[config.mk]
export PLATFORM = sky130hd
export DESIGN_NAME = id_decode_stage
export DESIGN_NICKNAME = d
export VERILOG_FILES = /design/src/rtl/id_decode_stage.sv
export SDC_FILE = /design/constraint.sdc
export NUM_CORES = 1
export LEC_CHECK = 0
export ABC_AREA = 1
export CAP_MARGIN = 20
export CORE_ASPECT_RATIO = 0.5
export CORE_MARGIN = 1.5
export CORE_UTILIZATION = 35
export DETAILED_ROUTE_END_ITERATION = 7
export DONT_BUFFER_PORTS = 1
export PLACE_DENSITY = 0.56
export SYNTH_ARGS = -nofsm -noshare
export SYNTH_HDL_FRONTEND = slang
export SYNTH_SLANG_ARGS = --single-unit
[constraint.sdc]
create_clock -name clk -period 1.95 [get_ports clk]
set_input_delay 0.2925 -clock clk [delete_from_list [all_inputs] [get_ports clk]]
set_output_delay 0.2925 -clock clk [all_outputs]
set_load 0.02 [all_outputs]
[src/rtl/id_decode_stage.sv]
// id_decode_stage: instruction-decode stage between fetch and execute.
//
// Decodes a 32-bit RISC-V instruction (R/I/S/B/U/J) into control fields, register ids and
// an XLEN sign-extended immediate, and holds decoded entries in an elastic valid/ready
// buffer of BUF_DEPTH (1 or 2) entries with flush.
//
// Ports:
//   clk, reset_n              clock, synchronous active-low reset
//   flush                     drop all buffered entries and this cycle's input
//   in_valid/in_ready         fetch handshake; in_instr, in_pc carry the instruction
//   out_valid/out_ready       execute handshake; out_* is the head entry (all 0 when empty)
//   occupancy                 number of entries held
//
// Optional feature: define ILLEGAL_INSTR_FLAG_EN to add out_illegal, which marks entries
// that decoded as a bubble (unknown opcode or reserved branch funct3).
//
// Encodings:
//   alu_op:   0 ADD, 1 SUB, 2 SLL, 3 SLT, 4 SLTU, 5 XOR, 6 SRL, 7 SRA, 8 OR, 9 AND,
//             10 B_BEQ, 11 B_BNE, 12 B_BLT, 13 B_BGE, 14 B_LTU, 15 B_GEU
//   encoding: 0 R, 1 I, 2 S, 3 B, 4 U, 5 J
// Register ids are always the raw instruction fields rs1=[19:15], rs2=[24:20], rd=[11:7].

module id_decode_stage #(
  parameter int unsigned XLEN       = 32,
  parameter int unsigned PC_W       = 32,
  parameter int unsigned REG_ADDR_W = 6,
  parameter int unsigned BUF_DEPTH  = 2
) (
  input  logic                  clk,
  input  logic                  reset_n,
  input  logic                  flush,
  input  logic                  in_valid,
  output logic                  in_ready,
  input  logic [31:0]           in_instr,
  input  logic [PC_W-1:0]       in_pc,
  output logic                  out_valid,
  input  logic                  out_ready,
  output logic [PC_W-1:0]       out_pc,
  output logic [REG_ADDR_W-1:0] out_rs1,
  output logic [REG_ADDR_W-1:0] out_rs2,
  output logic [REG_ADDR_W-1:0] out_rd,
  output logic [XLEN-1:0]       out_imm,
  output logic [3:0]            out_alu_op,
  output logic [2:0]            out_encoding,
  output logic                  out_alu_src,
  output logic                  out_mem_read,
  output logic                  out_mem_write,
  output logic                  out_reg_write,
  output logic                  out_mem_to_reg,
  output logic                  out_is_branch,
  output logic                  out_is_jump,
`ifdef ILLEGAL_INSTR_FLAG_EN
  output logic                  out_illegal,
`endif
  output logic [1:0]            occupancy
);

  if (!(BUF_DEPTH == 1 || BUF_DEPTH == 2)) begin : g_bad_depth
    $error("id_decode_stage: BUF_DEPTH must be 1 or 2");
  end

  // ALU operation codes
  localparam logic [3:0] AluAdd  = 4'd0;
  localparam logic [3:0] AluSub  = 4'd1;
  localparam logic [3:0] AluSll  = 4'd2;
  localparam logic [3:0] AluSlt  = 4'd3;
  localparam logic [3:0] AluSltu = 4'd4;
  localparam logic [3:0] AluXor  = 4'd5;
  localparam logic [3:0] AluSrl  = 4'd6;
  localparam logic [3:0] AluSra  = 4'd7;
  localparam logic [3:0] AluOr   = 4'd8;
  localparam logic [3:0] AluAnd  = 4'd9;
  localparam logic [3:0] BBeq    = 4'd10;
  localparam logic [3:0] BBne    = 4'd11;
  localparam logic [3:0] BBlt    = 4'd12;
  localparam logic [3:0] BBge    = 4'd13;
  localparam logic [3:0] BLtu    = 4'd14;
  localparam logic [3:0] BGeu    = 4'd15;

  // Encoding types
  localparam logic [2:0] EncR = 3'd0;
  localparam logic [2:0] EncI = 3'd1;
  localparam logic [2:0] EncS = 3'd2;
  localparam logic [2:0] EncB = 3'd3;
  localparam logic [2:0] EncU = 3'd4;
  localparam logic [2:0] EncJ = 3'd5;

  // Major opcodes
  localparam logic [6:0] OpLui    = 7'b0110111;
  localparam logic [6:0] OpAuipc  = 7'b0010111;
  localparam logic [6:0] OpJal    = 7'b1101111;
  localparam logic [6:0] OpJalr   = 7'b1100111;
  localparam logic [6:0] OpBranch = 7'b1100011;
  localparam logic [6:0] OpLoad   = 7'b0000011;
  localparam logic [6:0] OpStore  = 7'b0100011;
  localparam logic [6:0] OpImm    = 7'b0010011;
  localparam logic [6:0] OpReg    = 7'b0110011;

  typedef struct packed {
    logic [PC_W-1:0]       pc;
    logic [REG_ADDR_W-1:0] rs1;
    logic [REG_ADDR_W-1:0] rs2;
    logic [REG_ADDR_W-1:0] rd;
    logic [XLEN-1:0]       imm;
    logic [3:0]            alu_op;
    logic [2:0]            encoding;
    logic                  alu_src;
    logic                  mem_read;
    logic                  mem_write;
    logic                  reg_write;
    logic                  mem_to_reg;
    logic                  is_branch;
    logic                  is_jump;
`ifdef ILLEGAL_INSTR_FLAG_EN
    logic                  illegal;
`endif
  } entry_t;

  // ---------------------------------------------------------------------------------------
  // Combinational decode
  // ---------------------------------------------------------------------------------------
  logic [6:0]  opcode;
  logic [2:0]  funct3;
  logic        funct7_5;
  logic [31:0] imm_i, imm_s, imm_b, imm_u, imm_j;
  logic [3:0]  alu_by_f3;
  logic [3:0]  br_by_f3;
  logic        br_reserved;

  assign opcode   = in_instr[6:0];
  assign funct3   = in_instr[14:12];
  assign funct7_5 = in_instr[30];

  assign imm_i = {{20{in_instr[31]}}, in_instr[31:20]};
  assign imm_s = {{20{in_instr[31]}}, in_instr[31:25], in_instr[11:7]};
  assign imm_b = {{19{in_instr[31]}}, in_instr[31], in_instr[7], in_instr[30:25],
                  in_instr[11:8], 1'b0};
  assign imm_u = {in_instr[31:12], 12'b0};
  assign imm_j = {{11{in_instr[31]}}, in_instr[31], in_instr[19:12], in_instr[20],
                  in_instr[30:21], 1'b0};

  always_comb begin
    alu_by_f3 = AluAdd;
    case (funct3)
      3'b000:  alu_by_f3 = AluAdd;
      3'b001:  alu_by_f3 = AluSll;
      3'b010:  alu_by_f3 = AluSlt;
      3'b011:  alu_by_f3 = AluSltu;
      3'b100:  alu_by_f3 = AluXor;
      3'b101:  alu_by_f3 = AluSrl;
      3'b110:  alu_by_f3 = AluOr;
      default: alu_by_f3 = AluAnd;
    endcase
  end

  always_comb begin
    br_by_f3    = BBeq;
    br_reserved = 1'b0;
    case (funct3)
      3'b000:  br_by_f3 = BBeq;
      3'b001:  br_by_f3 = BBne;
      3'b100:  br_by_f3 = BBlt;
      3'b101:  br_by_f3 = BBge;
      3'b110:  br_by_f3 = BLtu;
      3'b111:  br_by_f3 = BGeu;
      default: br_reserved = 1'b1;
    endcase
  end

  entry_t             dec;
  logic signed [31:0] imm32;
  logic               illegal;

  always_comb begin
    dec          = '0;
    dec.pc       = in_pc;
    dec.rs1      = REG_ADDR_W'(in_instr[19:15]);
    dec.rs2      = REG_ADDR_W'(in_instr[24:20]);
    dec.rd       = REG_ADDR_W'(in_instr[11:7]);
    dec.alu_op   = AluAdd;
    dec.encoding = EncI;
    imm32        = '0;
    illegal      = 1'b0;

    case (opcode)
      OpReg: begin
        dec.encoding  = EncR;
        dec.alu_op    = alu_by_f3;
        if (funct7_5 && funct3 == 3'b000) dec.alu_op = AluSub;
        if (funct7_5 && funct3 == 3'b101) dec.alu_op = AluSra;
        dec.reg_write = 1'b1;
      end
      OpImm: begin
        dec.alu_op    = alu_by_f3;
        // funct7[5] is part of the immediate except for the right shifts
        if (funct7_5 && funct3 == 3'b101) dec.alu_op = AluSra;
        imm32         = imm_i;
        dec.alu_src   = 1'b1;
        dec.reg_write = 1'b1;
      end
      OpLoad: begin
        imm32          = imm_i;
        dec.alu_src    = 1'b1;
        dec.mem_read   = 1'b1;
        dec.mem_to_reg = 1'b1;
        dec.reg_write  = 1'b1;
      end
      OpStore: begin
        dec.encoding  = EncS;
        imm32         = imm_s;
        dec.alu_src   = 1'b1;
        dec.mem_write = 1'b1;
      end
      OpBranch: begin
        dec.encoding  = EncB;
        dec.alu_op    = br_by_f3;
        imm32         = imm_b;
        dec.is_branch = 1'b1;
        illegal       = br_reserved;
      end
      OpJal: begin
        dec.encoding  = EncJ;
        imm32         = imm_j;
        dec.alu_src   = 1'b1;
        dec.reg_write = 1'b1;
        dec.is_jump   = 1'b1;
      end
      OpJalr: begin
        imm32         = imm_i;
        dec.alu_src   = 1'b1;
        dec.reg_write = 1'b1;
        dec.is_jump   = 1'b1;
      end
      OpLui, OpAuipc: begin
        dec.encoding  = EncU;
        imm32         = imm_u;
        dec.alu_src   = 1'b1;
        dec.reg_write = 1'b1;
      end
      default: illegal = 1'b1;
    endcase

    if (illegal) begin
      // Bubble: keeps the slot but does nothing downstream
      dec.encoding   = EncI;
      dec.alu_op     = AluAdd;
      dec.alu_src    = 1'b0;
      dec.mem_read   = 1'b0;
      dec.mem_write  = 1'b0;
      dec.reg_write  = 1'b0;
      dec.mem_to_reg = 1'b0;
      dec.is_branch  = 1'b0;
      dec.is_jump    = 1'b0;
      imm32          = '0;
    end

    dec.imm = XLEN'(imm32);  // signed source, so this sign-extends
`ifdef ILLEGAL_INSTR_FLAG_EN
    dec.illegal = illegal;
`endif
  end

  // ---------------------------------------------------------------------------------------
  // Elastic buffer
  // ---------------------------------------------------------------------------------------
  // Two slots are always declared; with BUF_DEPTH == 1 the pointers never leave slot 0.
  entry_t     mem_q [2];
  entry_t     mem_d [2];
  logic       wr_ptr_q, wr_ptr_d;
  logic       rd_ptr_q, rd_ptr_d;
  logic [1:0] count_q, count_d;
  logic       push, pop;
  entry_t     head;

  function automatic logic ptr_next(input logic p);
    return (BUF_DEPTH == 1) ? 1'b0 : ~p;
  endfunction

  always_comb begin
    if (!reset_n || flush) begin
      in_ready = 1'b0;
    end else if (BUF_DEPTH == 1) begin
      in_ready = (count_q == 2'd0) || out_ready;
    end else begin
      in_ready = (count_q < 2'd2);
    end
  end

  assign out_valid = (count_q != 2'd0);
  assign push      = in_valid && in_ready;
  assign pop       = out_valid && out_ready;

  always_comb begin
    mem_d    = mem_q;
    wr_ptr_d = wr_ptr_q;
    rd_ptr_d = rd_ptr_q;
    count_d  = count_q;
    if (flush) begin
      // A pop this cycle still completes on the output side; nothing survives.
      wr_ptr_d = 1'b0;
      rd_ptr_d = 1'b0;
      count_d  = 2'd0;
    end else begin
      if (push) begin
        mem_d[wr_ptr_q] = dec;
        wr_ptr_d        = ptr_next(wr_ptr_q);
      end
      if (pop) begin
        rd_ptr_d = ptr_next(rd_ptr_q);
      end
      count_d = count_q + 2'(push) - 2'(pop);
    end
  end

  always_ff @(posedge clk) begin
    if (!reset_n) begin
      mem_q    <= '{default: '0};
      wr_ptr_q <= 1'b0;
      rd_ptr_q <= 1'b0;
      count_q  <= 2'd0;
    end else begin
      mem_q    <= mem_d;
      wr_ptr_q <= wr_ptr_d;
      rd_ptr_q <= rd_ptr_d;
      count_q  <= count_d;
    end
  end

  // Payload is forced to zero whenever the buffer is empty
  assign head = out_valid ? mem_q[rd_ptr_q] : '0;

  assign out_pc         = head.pc;
  assign out_rs1        = head.rs1;
  assign out_rs2        = head.rs2;
  assign out_rd         = head.rd;
  assign out_imm        = head.imm;
  assign out_alu_op     = head.alu_op;
  assign out_encoding   = head.encoding;
  assign out_alu_src    = head.alu_src;
  assign out_mem_read   = head.mem_read;
  assign out_mem_write  = head.mem_write;
  assign out_reg_write  = head.reg_write;
  assign out_mem_to_reg = head.mem_to_reg;
  assign out_is_branch  = head.is_branch;
  assign out_is_jump    = head.is_jump;
`ifdef ILLEGAL_INSTR_FLAG_EN
  assign out_illegal    = head.illegal;
`endif
  assign occupancy      = count_q;

endmodule
==> results.md, run 1 <==
- Failing checks: negative setup slack
- Clock tree sinks: 188
- Site Rows: 39
- I/O pin count: 169
- Outcome: complete, but fails checks
- Most common flop cell mapped by yosys: dfxtp_1
- Antenna diodes: 0
- Final Hold Viols: 0
- Max Cap Viol: 0
- Synthesis-to-layout area growth: 34.1%
- Share of cells above drive strength 1: 21.0%
- Leakage Power: 0.00451 µW
- Vias in the first global route: 8022
- Hold Crit Class: input pin to flip-flop
- Average size of a mapped cell: 7.00 µm²
- Placement Setup Slack: -0.00775 ns
- Worst endpoint data arrival time: 1.71 ns
- Clock Skew: 0.00816 ns
- Clock root cell: clkbuf_16
- TNS Setup: -0.872 ns
- Max Root-Sink Buffers: 2
- ANT nets after route: 0
- Nets: 1389
- Post-synthesis sequential area ratio: 44.4%
- PwrDens: 725 mW/mm²
- H-tree levels: 4
- Crit path kind: flip-flop to primary output
- Top post-synthesis cells by count: a21oi_1 (224), o21ai_0 (209), nand2_1 (191), dfxtp_1 (188), nor2_1 (124)
- Total congestion overflow after global routing: 0
- GP Congestion: 0.831
- Initial antenna violation count: 0
- Async S/R FF share, synth: 0%
- Vias per Instance: 5.25
- Fin util: 48.8%
- Clock latency on the worst-skew pair: 0.45 ns
- DR WL/cell: 17.4 µm
- Synth top area share: 44.4%
- Fmax: 499 MHz
- DRT Pass-1 Iters: 5
- Worst Max-Slew Pin Slew: 1.06 ns
- Unrepaired setup endpoints after global routing: yes
- Synth cell types: 33
- Synth Warn #: 0
- Startpoint types: flip-flop
- Number of CTS-inserted buffers: 17
- Core area: 0.0233 mm²
- Largest net degree at the start of global routing: 150
- All-Layer GR Usage: 21.4%
- Worst-path fanout max: 20
- Worst path required time: 1.66 ns
- Synthesized area: 0.00847 mm²
- Minimum clock period: 2.00 ns
- Pins Over Slew Limit: 0
- Buffers on Ports: 0
- Post-DP HPWL: 16.4 mm
- Max-slew headroom: 29.2%
- Nature of the critical path endpoint: primary output
- Die W: 223 µm
- Starting Density: 36.4%
- Mapped Cells: 1210
- Worst setup margin: -0.0521 ns
- DRT Wirelength: 28.6 mm
- Final setup viols: 45
- Number of flops mapped to enable cells by yosys: 0
- Remaining DRCs: 0
- Count leader, synth: a21oi_1
- Clk pin slew, worst setup/hold paths: 0.07 ns
- CTS tree: built
- Tcrit/Tclk final: 103%
- Via Count: 8598
- Die Y: 113 µm
- Cell taking the most area after synthesis: dfxtp_1
- Die Area: 0.0252 mm²
- Peak VDD IR: 0.592 mV
- Largest cells by area after synthesis: dfxtp_1 (44%), a21oi_1 (13%), o21ai_0 (12%)
- #FFs+latches synth: 188
- Iteration-0 DRC Markers: 752
- First-pass GRT wire length: 42.7 mm
-- placed cells by master (no fill, tap or decap), types with 23 or more instances in the layout --
cell,Yosys,layout
o21ai_2,0,43
a21oi_1,224,180
nand2_1,191,188
buf_6,8,25
a21oi_2,0,42
nor2_1,124,123
o21ai_1,32,37
dlygate4sd3_1,0,49
nand3_1,23,23
inv_1,89,86
o21ai_0,209,157
buf_4,13,88
dfxtp_1,188,185
-- final cells by class --
type / instances / area (µm²)
multi-input combinational: 835 / 4300
clock buffer: 27 / 523
clock inverter: 5 / 78.8
sequential: 188 / 3770
fill: 2246 / 11900
inverter: 92 / 357
tap: 307 / 384
timing repair buffer: 184 / 1940
-- critical path, cell delays in order, from the launching register on --
cell	delay [ns]
dfxtp_4	0.37
nor2_4	0.04
buf_4	0.12
buf_4	0.17
buf_16	0.18
a21oi_1	0.19
buf_4	0.18
-- kinds of logic after synthesis --
| family | synth area share, % |
|---|---|
| adder cells (fa/ha/maj) | 0.295 |
| AND/OR/NAND/NOR | 16.9 |
| XOR/XNOR | 0.103 |
| buffers and inverters | 9.81 |
| AO/OA/AOI/OAI | 28.4 |
| flip-flops | 44.4 |
| other | 0.0443 |
-- routing by layer --
| metal | share of wire (%) | GRT usage (%) |
|---|---|---|
| met1 | 44 | 27.3 |
| met2 | 48 | 35.9 |
| met3 | 5.5 | 4.67 |
| met4 | 2.1 | 7.66 |
| met5 | 0 | 0 |
-- state kept, by name, summed over array words and instances (netlist names) --
| signal | cells |
|---|---|
| mem_q | 184 |
| occupancy | 2 |
| rd_ptr_q | 1 |
| wr_ptr_q | 1 |
-- power by group --
| part | leakage [µW] | internal [µW] | switching [µW] | total (µW) |
|---|---|---|---|---|
| Clock | 0.000298 | 2090 | 1480 | 3570 |
| Sequential | 0.00153 | 3950 | 62.2 | 4010 |
| Combinational | 0.00268 | 280 | 371 | 651 |
-- through the flow --
| stage | cells | area, µm² | total power [µW] | hold slack [ns] |
|---|---|---|---|---|
| after floorplan | 1212 | 8510 | 4440 | 0.427 |
| after global placement | 1540 | 9420 | 4510 | 0.432 |
| after detailed placement | 1540 | 9420 | 4520 | 0.436 |
| after CTS | 1631 | 10800 | 8220 | 0.00997 |
| after global routing | 1638 | 11400 | 8520 | 0.0256 |
| final | 1638 | 11400 | 8230 | 0.0290 |
-- repair_timing --
item | CTS | global route
endpoints found under the hold margin | 78 | 4
pin swaps | 1 | 6
resized for setup | 72 | 129
setup endpoints to repair | 93 | 74
cloned | 4 | 6
buffers inserted | 7 | 1
hold buffers | 48 | 1
-- path summary, 6_finish.rpt --
path | end | cells after the start | start | slack (ns)
setup / recovery | out_imm[3] | 6 | occupancy[1]$_SDFF_PP0_ | -0.05
setup reg to reg | occupancy[1]$_SDFF_PP0_ | 11 | occupancy[1]$_SDFF_PP0_ | 0.02
hold / removal | mem_q[67]$_SDFFE_PN0P_ | 2 | in_pc[3] | 0.03
hold reg to reg | mem_q[91]$_SDFFE_PN0P_ | 2 | mem_q[91]$_SDFFE_PN0P_ | 0.45
No activity file was read; power rests on OpenSTA's default activity.
==> inputs of run 2 (changes only) <==
--- a/config.mk
+++ b/config.mk
@@ -6,13 +6,15 @@
 export NUM_CORES = 1
 export LEC_CHECK = 0
 export ABC_AREA = 1
+export BUFFER_PORTS_ARGS = -buffer_cell sky130_fd_sc_hd__buf_2
 export CAP_MARGIN = 20
 export CORE_ASPECT_RATIO = 0.5
 export CORE_MARGIN = 1.5
 export CORE_UTILIZATION = 35
 export DETAILED_ROUTE_END_ITERATION = 7
-export DONT_BUFFER_PORTS = 1
-export PLACE_DENSITY = 0.56
+export GPL_ROUTABILITY_DRIVEN = 0
+export MAX_ROUTING_LAYER = met4
+export PLACE_DENSITY = 0.62
 export SYNTH_ARGS = -nofsm -noshare
 export SYNTH_HDL_FRONTEND = slang
 export SYNTH_SLANG_ARGS = --single-unit
==> results.md, run 2 (synthesized netlist as in run 1, its figures left out) <==
- Initial antenna violation count: 1
- Worst Max-Slew Pin Slew: 0.684 ns
- Largest Register: mem_q
- Leakage Power: 0.00469 µW
- Area occupied by multi-input gates: 0.00418 mm²
- Final Hold Viols: 0
- Number of CTS-inserted buffers: 17
- Starting Density: 36.4%
- Post-DP HPWL: 16.3 mm
- Hold Crit Class: input pin to flip-flop
- Die W: 223 µm
- NetSw: 2060 µW
- Crit path kind: flip-flop to primary output
- DR WL/cell: 16.7 µm
- Cell-internal power: 6370 µW
- Core area: 0.0233 mm²
- Fmax: 509 MHz
- Clock root cell: clkbuf_16
- Nature of the critical path endpoint: primary output
- Tcrit/Tclk final: 101%
- Clock power frac: 44.3%
- Largest register FFs: 184
- Hold WS: 0.0786 ns
- Worst-path fanout max: 7
- Most frequent cells in the layout: dfxtp_1 (185), a21oi_1 (182), nand2_1 (178), o21ai_0 (178), nor2_1 (123)
- Nets: 1425
- First-pass GRT wire length: 41.0 mm
- Minimum clock period: 1.97 ns
- Max Cap Viol: 0
- Share of cells above drive strength 1: 24.7%
- Worst endpoint data arrival time: 1.67 ns
- Placement Setup Slack: 0.0141 ns
- Seq pwr share: 47.5%
- PwrDens: 749 mW/mm²
- Max-slew headroom: 54.4%
- Failing checks: negative setup slack
- Worst setup margin: -0.0165 ns
- Peak VDD IR: 0.583 mV
- Die Area: 0.0252 mm²
- ANT nets after route: 0
- Vias per Instance: 5.17
- Remaining DRCs: 0
- Commonest non-fill, non-tap cell in the layout: dfxtp_1
- Cell Count, Final, Fillers Out: 1676
- Outcome: complete, but fails checks
- Clock Skew: 0.00599 ns
- Largest net degree at the start of global routing: 156
- Fill cells: 2243
- Final setup viols: 4
- All-Layer GR Usage: 21.1%
- Iteration-0 DRC Markers: 768
- TNS Setup: -0.0222 ns
- Vias in the first global route: 7847
- Clk pin slew, worst setup/hold paths: 0.07 ns
- Unrepaired setup endpoints after global routing: yes
- Via Count: 8658
- Clock tree sinks: 188
- Startpoint types: flip-flop
- Max Root-Sink Buffers: 2
- Clock latency on the worst-skew pair: 0.45 ns
- Worst path required time: 1.66 ns
- I/O pin count: 169
- DRT Pass-1 Iters: 5
- Hold buffers post-CTS: 0
- Total congestion overflow after global routing: 0
- Reg area: 0.00377 mm²
- Combinational power share: 8.3%
- Synthesis-to-layout area growth: 32.9%
- DRT Wirelength: 27.9 mm
- Pins Over Slew Limit: 0
- Die Y: 113 µm
- Buffers on Ports: 165
- Total Power: 8430 µW
- Switch share: 24.5%
- Placed cell count: 1622
- H-tree levels: 4
- CTS tree: built
- Site Rows: 39
run 2: final timing paths:
kind	startpoint	end	slack [ns]	cells past startpoint
hold / removal	in_pc[27]	mem_q[187]$_SDFFE_PN0P_	0.08	3
setup / recovery	rd_ptr_q$_SDFFE_PP0P_	out_imm[15]	-0.02	6
hold reg to reg	mem_q[80]$_SDFFE_PN0P_	mem_q[80]$_SDFFE_PN0P_	0.45	2
setup reg to reg	occupancy[0]$_SDFF_PP0_	occupancy[1]$_SDFF_PP0_	0.14	10
run 2: routing by layer:
metal	global-route usage [%]	up-vias	wire length, µm
met3	4.60	44	1370
li1	-	4294	-
met5	-	-	0
met2	33.6	240	12900
met1	26.5	4080	12900
met4	7.39	0	708
run 2: cell type report:
class,instances,share of cell area [%]
Clock inverter,9,1.19
Sequential cell,188,33.5
Tap cell,307,3.41
Multi-Input combinational cell,835,37.1
Antenna cell,2,0.0444
Clock buffer,23,4.34
Inverter,92,3.19
Timing Repair Buffer,220,17.2
run 2: power by group through the flow:
stage | registers [µW] | clock network [µW] | logic, µW
after floorplan | 4070 | 0 | 371
after global placement | 4070 | 0 | 602
after detailed placement | 4080 | 0 | 614
after CTS | 3990 | 3780 | 641
after global routing | 4010 | 3980 | 767
final | 4000 | 3730 | 697
run 2: stage by stage:
step	cell area [µm²]	utilization, %
after floorplan	8510	-
after detailed placement	9670	41.5
after global placement	9670	41.5
final	11300	48.4
after global routing	11300	48.4
after CTS	10500	45.0
run 2: timing repair:
action,CTS,global route
gates resized for setup,41,174
endpoints found under the setup margin,83,70
pin swaps,0,3
setup buffers,1,5
gates cloned,2,12
run 2: worst max-delay path, stage by stage (launching register included):
cell and delay [ns]:
dfxtp_4 0.38, clkinvlp_4 0.11, buf_12 0.15, buf_6 0.16
nand2_1 0.06, a21oi_1 0.17, buf_4 0.18
